## src/rtl/fill_rect.sv

```systemverilog
// Rectangle fill engine: latches a rectangle, then writes it column-major one pixel per cycle.
// Define FILL_RECT_CLIP_EN to clamp the rectangle to the screen during LOAD.
module fill_rect #(
  parameter int unsigned SCREEN_W = 160,
  parameter int unsigned SCREEN_H = 120,
  parameter int unsigned XW       = 8,
  parameter int unsigned YW       = 7,
  parameter int unsigned CW       = 3
) (
  input  logic          clk,
  input  logic          rst,
  input  logic          start,
  input  logic [XW-1:0] x0,
  input  logic [XW-1:0] x1,
  input  logic [YW-1:0] y0,
  input  logic [YW-1:0] y1,
  input  logic [CW-1:0] colour,
  input  logic          mode,
  output logic          done,
  output logic [XW-1:0] vga_x,
  output logic [YW-1:0] vga_y,
  output logic [CW-1:0] vga_colour,
  output logic          vga_plot
);

  typedef enum logic [1:0] {StIdle, StLoad, StFill, StDone} state_e;

  state_e        state_q, state_d;
  logic [XW-1:0] x0_q, x1_q, x_q;
  logic [YW-1:0] y0_q, y1_q, y_q;
  logic [CW-1:0] col_q;
  logic          mode_q;

  logic [XW-1:0] x1_eff;
  logic [YW-1:0] y1_eff;
  logic          empty;
  logic          last_px;
  logic          in_screen;

`ifdef FILL_RECT_CLIP_EN
  localparam logic [XW-1:0] XMax = XW'(SCREEN_W - 1);
  localparam logic [YW-1:0] YMax = YW'(SCREEN_H - 1);

  always_comb begin
    x1_eff = (x1_q > XMax) ? XMax : x1_q;
    y1_eff = (y1_q > YMax) ? YMax : y1_q;
    empty  = (32'(x0_q) >= SCREEN_W) || (32'(y0_q) >= SCREEN_H) ||
             (x0_q > x1_eff) || (y0_q > y1_eff);
  end
`else
  always_comb begin
    x1_eff = x1_q;
    y1_eff = y1_q;
    empty  = (x0_q > x1_q) || (y0_q > y1_q);
  end
`endif

  // Terminal test is equality so x1/y1 at the top of the counter range cannot wrap.
  assign last_px   = (x_q == x1_q) && (y_q == y1_q);
  assign in_screen = (32'(x_q) < SCREEN_W) && (32'(y_q) < SCREEN_H);

  always_ff @(posedge clk or posedge rst) begin
    if (rst) begin
      state_q <= StIdle;
    end else begin
      state_q <= state_d;
    end
  end

  always_comb begin
    state_d = state_q;
    unique case (state_q)
      StIdle:  if (start) state_d = StLoad;
      StLoad:  state_d = empty ? StDone : StFill;
      StFill:  if (last_px) state_d = StDone;
      StDone:  if (!start) state_d = StIdle;
      default: state_d = StIdle;
    endcase
  end

  always_ff @(posedge clk or posedge rst) begin
    if (rst) begin
      x0_q   <= '0;
      x1_q   <= '0;
      y0_q   <= '0;
      y1_q   <= '0;
      x_q    <= '0;
      y_q    <= '0;
      col_q  <= '0;
      mode_q <= 1'b0;
    end else begin
      unique case (state_q)
        StIdle: begin
          if (start) begin
            x0_q   <= x0;
            x1_q   <= x1;
            y0_q   <= y0;
            y1_q   <= y1;
            col_q  <= colour;
            mode_q <= mode;
          end
        end
        StLoad: begin
          x1_q <= x1_eff;
          y1_q <= y1_eff;
          x_q  <= x0_q;
          y_q  <= y0_q;
        end
        StFill: begin
          if (y_q == y1_q) begin
            y_q <= y0_q;
            if (x_q != x1_q) x_q <= x_q + 1'b1;
          end else begin
            y_q <= y_q + 1'b1;
          end
        end
        default: ;
      endcase
    end
  end

  always_comb begin
    done       = (state_q == StDone);
    vga_plot   = (state_q == StFill) && in_screen;
    vga_x      = x_q;
    vga_y      = y_q;
    vga_colour = mode_q ? (col_q + CW'(x_q - x0_q)) : col_q;
  end

endmodule

```

## config.mk

```make
export PLATFORM = sky130hd
export DESIGN_NAME = fill_rect
export DESIGN_NICKNAME = d
export VERILOG_FILES = /design/src/rtl/fill_rect.sv
export SDC_FILE = /design/constraint.sdc
export NUM_CORES = 1
export LEC_CHECK = 0
export CORE_ASPECT_RATIO = 1.1
export CORE_MARGIN = 3
export CORE_UTILIZATION = 38
export DETAILED_ROUTE_END_ITERATION = 12
export PLACE_DENSITY_LB_ADDON = 0.08
export SYNTH_ARGS = -nofsm -noshare
export SYNTH_HDL_FRONTEND = slang
export SYNTH_SLANG_ARGS = --single-unit
```

## constraint.sdc

```tcl
create_clock -name clk -period 5.99 [get_ports clk]
set_input_delay 0.599 -clock clk [delete_from_list [all_inputs] [get_ports clk]]
set_output_delay 0.599 -clock clk [all_outputs]
set_load 0.05 [all_outputs]
```

=== Word-level counts from Yosys, hierarchy flattened ===
Index checks and enable logic that the tools add are counted.

* Logic and storage cells: 48
* Bits of input ports: 37
* Register bits: 51
* Output and inout bits: 20

* $add $sub $neg: 4
* Eq/ne operators: 11
* Reduce and logical (&&, ||, !) cells: 9
* Multiplexer cells: 11
* Magnitude comparators: 4

{| class="wikitable"
|+ Operator list
! kind !! number
|-
| 8-bit 2-to-1 mux || 2
|-
| 8-bit case mux with 2 select lines || 1
|-
| 7-bit case mux with 2 select lines || 1
|-
| 2-bit != test, second input constant || 5
|-
| 8-bit by 1-bit adder with 8-bit output, second input constant || 1
|-
| 8-bit equality test || 1
|-
| 8-bit > comparator || 1
|-
| 8-bit less-than comparator, second input constant || 1
|-
| 8-bit != test || 1
|-
| 2-bit case mux with 4 select lines || 1
|-
| 7-bit by 1-bit adder with 7-bit output, second input constant || 1
|-
| 7-bit equality test || 1
|-
| 7-bit > comparator || 1
|-
| 7-bit less-than comparator, second input constant || 1
|-
| 7-bit 2-to-1 mux || 1
|-
| 2-bit 2-to-1 mux || 3
|-
| 3-bit AND reduction || 2
|-
| 2-bit equality test, second input constant || 2
|-
| 3-bit adder || 1
|-
| 1-bit logical AND || 3
|-
| 3-bit 2-to-1 mux || 1
|-
| 3-bit subtractor || 1
|-
| 2-bit by 1-bit equality test with 1-bit output, second input constant || 1
|-
| 2-bit zero test || 1
|-
| 4 further kinds || 4
|}

=== Logic depth before layout (Yosys ltp) ===
Gate-level depths: netlist of run 1.

* Depth in word-level cells: 4
* Depth in mapped cells: 10

=== Worst setup path after synthesis of run 1 ===
No wires, ideal clock.

* Kind: register -> output
* Start point: register x_q[1] (netlist: vga_x[1])
* End point: output port vga_colour[2]
* Setup slack: 2415 ps
* Cell stages (with the launch flop): 8
* Required time: 5391 ps
* Data arrival time: 2976 ps
* Cell sequence: dfrtp_1 > inv_1 > fa_1 > fa_1 > xor2_1 > xnor2_1 > nand2_1 > xnor2_1

* Cells in the longest elaborated chain, start to end: 3

{| class="wikitable"
|+ Ends and longest elaborated chain
! item !! line !! source
|-
| from (decl) || 29 || <nowiki>logic [XW-1:0] x0_q, x1_q, x_q;</nowiki>
|-
| from (signal assigned) || 106 || <nowiki>x_q <= x0_q;</nowiki>
|-
| from (signal assigned) || 112 || <nowiki>if (x_q != x1_q) x_q <= x_q + 1'b1;</nowiki>
|-
| 3-bit subtractor || 127 || <nowiki>vga_colour = mode_q ? (col_q + CW'(x_q - x0_q)) : col_q;</nowiki>
|-
| 3-bit adder || 127 ||
|-
| 3-bit 2-to-1 mux || 127 ||
|-
| to (decl) || 22 || <nowiki>output logic [CW-1:0] vga_colour,</nowiki>
|}

No other way between the ends.

=== Worst setup path in the final report of run 1 ===
Ends and elaborated chain as after synthesis.

==> results.cfg, run 1 <==
[clock_tree]
cts.sink_count = 51
cts_made_buffers = 5
cts_root_buf = clkbuf_8
clk_pin_slew_ns = 0.10
post_cts_buffers = 0
clkLatencyLatePin_ns = 0.31
hold_buffers = 0
cts_tree = built
post_cts_resized = 0
h-tree-depth = 2
clockBufferDepth = 2

[yosys]
synth_top_area_frac = 0.4153
ys_top_cells_by_area = dfrtp_1, mux2_2, ha_1
syn_nets = 347
synth_seq_area_share = 0.4153
synth_edf_count = 0
synth_area_leader_cell = dfrtp_1
syn_inst = 284
async_reset_ff_frac = 1.000
avgSynthCellArea_sq_um = 10.82
synth_area_sq_um = 3073
synth_warnings = 0
synth-main-ff-cell = dfrtp_1
synth_common_cells = dfrtp_1, mux2_2, inv_1, ha_1, nand2_1
yosys.cell_count.top_type = dfrtp_1
yosysUniqueCellTypes = 46
ys_seq_elements = 51

[floorplan]
core-area_sq_um = 7639
initial_core_util = 0.4023
ios = 57
std_cell_rows = 33
die-area_sq_um = 9203
die_y_um = 100.3
fp.dieW_um = 91.74

[layout]
fin_nets = 403
antenna_cells = 0
finalNonFillerCells = 446
fillerInstances = 714
design_area_sq_um = 3845
area_growth_pct = 25.12
utilization = 0.5034
drive_gt1_frac = 0.1789

[timing]
finalCriticalPeriod_ns = 3.789
clock_skew_ns = 0.01132
rsz0062_at_grt = no
hold_viol = 0
drv_slew = 0
fmax_ghz = 0.2639
setup_violations = 0
worst_pin_slew_ns = 0.6795
relSlewSlack = 0.5469
finalSetupTns_ns = 0
fin_crit_sh = 0.6326

[min_path]
hold_path_class = flop to flop
hold_depth = 1

[placed_design]
io_buffers = 56
dp.cells = 438
post_dp_cell_area_sq_um = 3727
gp_congestion = 0.7779
hpwl_um = 5030

[routing]
drt-total-wl_um = 6707
drt_iter0_drc = 69
vias = 2233
wl_per_cell_um = 15.04
antenna_left = 0
firstDrtPassIters = 4
drc = 0
avgViaCountPerCell = 5.007

[run]
maxCapViolCount = 0

[setup_path]
start_kind = flop
critPathKind = flop to output pin
ff2ff_path_depth = 7
worstPathArrival_ns = 3.19
worstSetupEndpointType = output pin
cp_max_fo = 7
required_ns = 5.39

[grt]
antenna_found_initial = 0
grt_start_max_net_pins = 52
track_usage = 0.1503
grt_overflow_total = 0
grt_pass1_wl_um = 11050
grt_pass1_vias = 2275

[run_status]
status = completed
==> state kept, by name (all words and copies together) (netlist names) <==
signal and flops:
x1_eff 8, col_q 3, vga_y 7, x0_q 8, state_q 2, vga_x 8
y1_eff 7, mode_q 1, y0_q 7
==> worst max-delay path, stage by stage (launching register included) <==
cell	delay, ns
dfrtp_1	0.48
inv_1	0.10
fa_1	0.51
fa_1	0.44
xor2_1	0.16
xnor2_1	0.15
nand2_1	0.08
xnor2_1	0.14
clkdlybuf4s50_1	0.82
==> path summary, 6_finish.rpt <==
kind / from / to / slack [ns]
max: vga_x[1]$_DFFE_PP0P_ / vga_colour[2] / 2.20
min reg2reg: col_q[0]$_DFFE_PP0P_ / col_q[0]$_DFFE_PP0P_ / 0.52
min: col_q[0]$_DFFE_PP0P_ / col_q[0]$_DFFE_PP0P_ / 0.52
max reg2reg: state_q[0]$_DFFE_PP0P_ / vga_x[4]$_DFFE_PP0P_ / 3.53
max in group asynchronous: rst / vga_y[2]$_DFFE_PP0P_ / 4.75
min in group asynchronous: rst / y1_eff[2]$_DFFE_PP0P_ / 0.79
==> per-stage QoR <==
stage	hold WS [ns]	worst slack (ns)
floorplan	0.4794	2.415
global placement	0.4879	2.564
detailed placement	0.4968	2.511
CTS	0.5206	2.154
global route	0.5435	1.974
finish	0.5163	2.201
==> logic make-up (layout without fill, tap and decap cells) <==
kind of cell             Yosys count  in the layout  synth area share
buffers and inverters             36             93           0.05008
multiplexers                      42             42            0.1515
AND/OR/NAND/NOR                   57             57           0.09650
AO/OA/AOI/OAI                     53             53            0.1217
XOR/XNOR                          19             19           0.05415
adder cells (fa/ha/maj)           26             26            0.1108
flip-flops                        51             51            0.4153
==> layer usage <==
| metal | part of all wire | wire length (um) | GRT usage |
|---|---|---|---|
| met4 | 0.012 | 79 | 0.04114 |
| met1 | 0.45 | 3016 | 0.1857 |
| met2 | 0.51 | 3425 | 0.2693 |
| met5 | 0 | 0 | 0 |
| met3 | 0.028 | 186 | 0.02774 |
==> cells in the final DEF (no fill, tap or decap), types with 2 or more instances in the layout <==
| master | n |
|---|---|
| a211oi_1 | 2 |
| a21oi_1 | 17 |
| a22o_1 | 2 |
| a31o_2 | 2 |
| a31oi_1 | 2 |
| and3_1 | 2 |
| and3_2 | 2 |
| buf_4 | 2 |
| clkbuf_8 | 6 |
| clkdlybuf4s50_1 | 56 |
| dfrtp_1 | 51 |
| fa_1 | 2 |
| ha_1 | 24 |
| inv_1 | 26 |
| mux2_2 | 36 |
| mux2i_1 | 6 |
| nand2_1 | 18 |
| nand3_1 | 7 |
| nand4_1 | 6 |
| nor2_1 | 11 |
| nor2b_1 | 2 |
| nor4_2 | 2 |
| o211ai_1 | 2 |
| o21ai_0 | 9 |
| o21ai_2 | 2 |
| o22a_1 | 2 |
| o31ai_1 | 2 |
| o32a_2 | 2 |
| xnor2_1 | 9 |
| xor2_1 | 10 |
==> final cells by class <==
cell class,count,area [sq um],area share
clock buffer,6,82.58,0.02148
clock inverter,2,35.03,0.009112
inverter,27,101.3,0.02636
multi-input combinational,197,1643,0.4273
sequential,51,1276,0.3319
tap,105,131.4,0.03417
timing repair buffer,58,575.6,0.1497
Power of run 1 is not shown: default switching activity piles up to over one toggle a cycle in this logic, so the estimate is an artifact.
==> run 2, diff against run 1 <==
- clock period: 5.99 -> 3.8 ns (I/O delays scaled with it)
==> results.cfg, run 2 (synthesis results as in run 1) <==
[clock_tree]
cts_root_buf = clkbuf_8
clockBufferDepth = 2
clk_pin_slew_ns = 0.09
h-tree-depth = 2
hold_buffers = 0
cts_tree = built
cts.sink_count = 51
clkLatencyLatePin_ns = 0.31
cts_made_buffers = 5

[timing]
finalSetupTns_ns = 0
hold_ws_ns = 0.5180
hold_viol = 0
fin_ws_ns = 0.5586
clock_skew_ns = 0.008956
fin_crit_sh = 0.8530
relSlewSlack = 0.4150
worst_pin_slew_ns = 0.8763
drv_slew = 0
fmax_ghz = 0.3085
setup_violations = 0
rsz0062_at_grt = no
finalCriticalPeriod_ns = 3.241

[setup_path]
critPathSlowestCell = clkdlybuf4s50_1
crit_path_frequent_cell = fa_1
start_kind = flop
max_stage_delay_ns = 0.82
worstSetupEndpointType = output pin
ff2ff_path_depth = 8
cp_max_fo = 7
reg2reg_slack_ns = 1.62
crit_chain = inv_1, fa_1, fa_1, mux2i_1, clkdlybuf4s50_1
required_ns = 3.42
worstPathArrival_ns = 2.86
critPathKind = flop to output pin

[grt]
use_met1 = 0.1876
gr-usage-met3 = 0.02924
grt_util_met2 = 0.2833
grt_pass1_wl_um = 11470
grt_pass1_vias = 2334
track_usage = 0.1571
busiest_layer = met2
antenna_found_initial = 0
grt_start_max_net_pins = 41
grt_overflow_total = 0

[floorplan]
initial_core_util = 0.4023
core-area_sq_um = 7639
die-area_sq_um = 9203
ios = 57
die_y_um = 100.3
fp.dieW_um = 91.74
std_cell_rows = 33

[routing]
vias = 2285
drt_iter0_drc = 58
wl_per_cell_um = 15.15
firstDrtPassIters = 4
antenna_left = 0
drc = 0
drt-total-wl_um = 6774
avgViaCountPerCell = 5.112

[layout]
mostFrequentLayoutCells = clkdlybuf4s50_1, dfrtp_1, mux2_2, inv_1, ha_1
finalNonFillerCells = 447
drive_gt1_frac = 0.1754
area_growth_pct = 24.67
fin_nets = 404
layout_commonest_cell = clkdlybuf4s50_1
antenna_cells = 0

[placed_design]
gp_congestion = 0.7902
place_ws_ns = 0.5449
dp.cells = 439
io_buffers = 56
hpwl_um = 5145

[min_path]
hold_depth = 1
hold_path_class = flop to flop

[run]
maxCapViolCount = 0

[run_status]
status = completed
-- run 2: cell count changes in the layout (fill, tap and decap cells not counted) --
cell             before  now
dlymetal6s2s_1        0    1
bufinv_16             1    0
clkdlybuf4s50_1      56   55
clkbuf_1              0    2
clkbuf_8              6    5
buf_12                0    1
-- run 2: per-layer routing --
metal | vias up | routed length (um)
met5 | - | 0
met4 | 0 | 129
met3 | 10 | 246
met2 | 47 | 3580
met1 | 1112 | 2819
li1 | 1116 | -
-- run 2: layout make-up --
type	count	area, sq um
Clock inverter	1	5.005
Timing Repair Buffer	59	598.1
Fill cell	749	3807
Inverter	27	101.3
Tap cell	105	131.4
Sequential cell	51	1276
Clock buffer	7	76.32
Multi-Input combinational cell	197	1643
-- run 2: path summary, 6_finish.rpt --
kind / startpoint / endpoint
min in group asynchronous: rst / y1_eff[2]$_DFFE_PP0P_
max in group asynchronous: rst / state_q[0]$_DFFE_PP0P_
worst min register to register: col_q[1]$_DFFE_PP0P_ / col_q[1]$_DFFE_PP0P_
worst min-delay path: col_q[1]$_DFFE_PP0P_ / col_q[1]$_DFFE_PP0P_
worst max register to register: state_q[0]$_DFFE_PP0P_ / vga_x[4]$_DFFE_PP0P_
worst max-delay path: vga_x[1]$_DFFE_PP0P_ / vga_colour[1]
-- run 2: worst max-delay path, delay by kind of cell (launching register included) --
| family | cells | cell delay, ns |
|---|---|---|
| multiplexers | 1 | 0.16 |
| adder cells (fa/ha/maj) | 2 | 1.00 |
| buffers and inverters | 2 | 0.92 |
| flip-flops | 1 | 0.48 |
-- run 2: stage by stage --
step	util	cell area, sq um
2_1_floorplan	-	3073
5_1_grt	0.5016	3831
4_1_cts	0.5012	3829
3_5_place_dp	0.4906	3747
3_3_place_gp	0.4906	3747
6_report	0.5016	3831
-- run 2: repair_timing --
| action | in CTS | in global routing |
|---|---|---|
| resized for setup | 0 | 1 |
| setup buffers | 0 | 0 |
| hold endpoints to repair | 0 | 0 |
| endpoints found under the setup margin | 0 | 1 |
Power of run 2 is left out for the same reason.
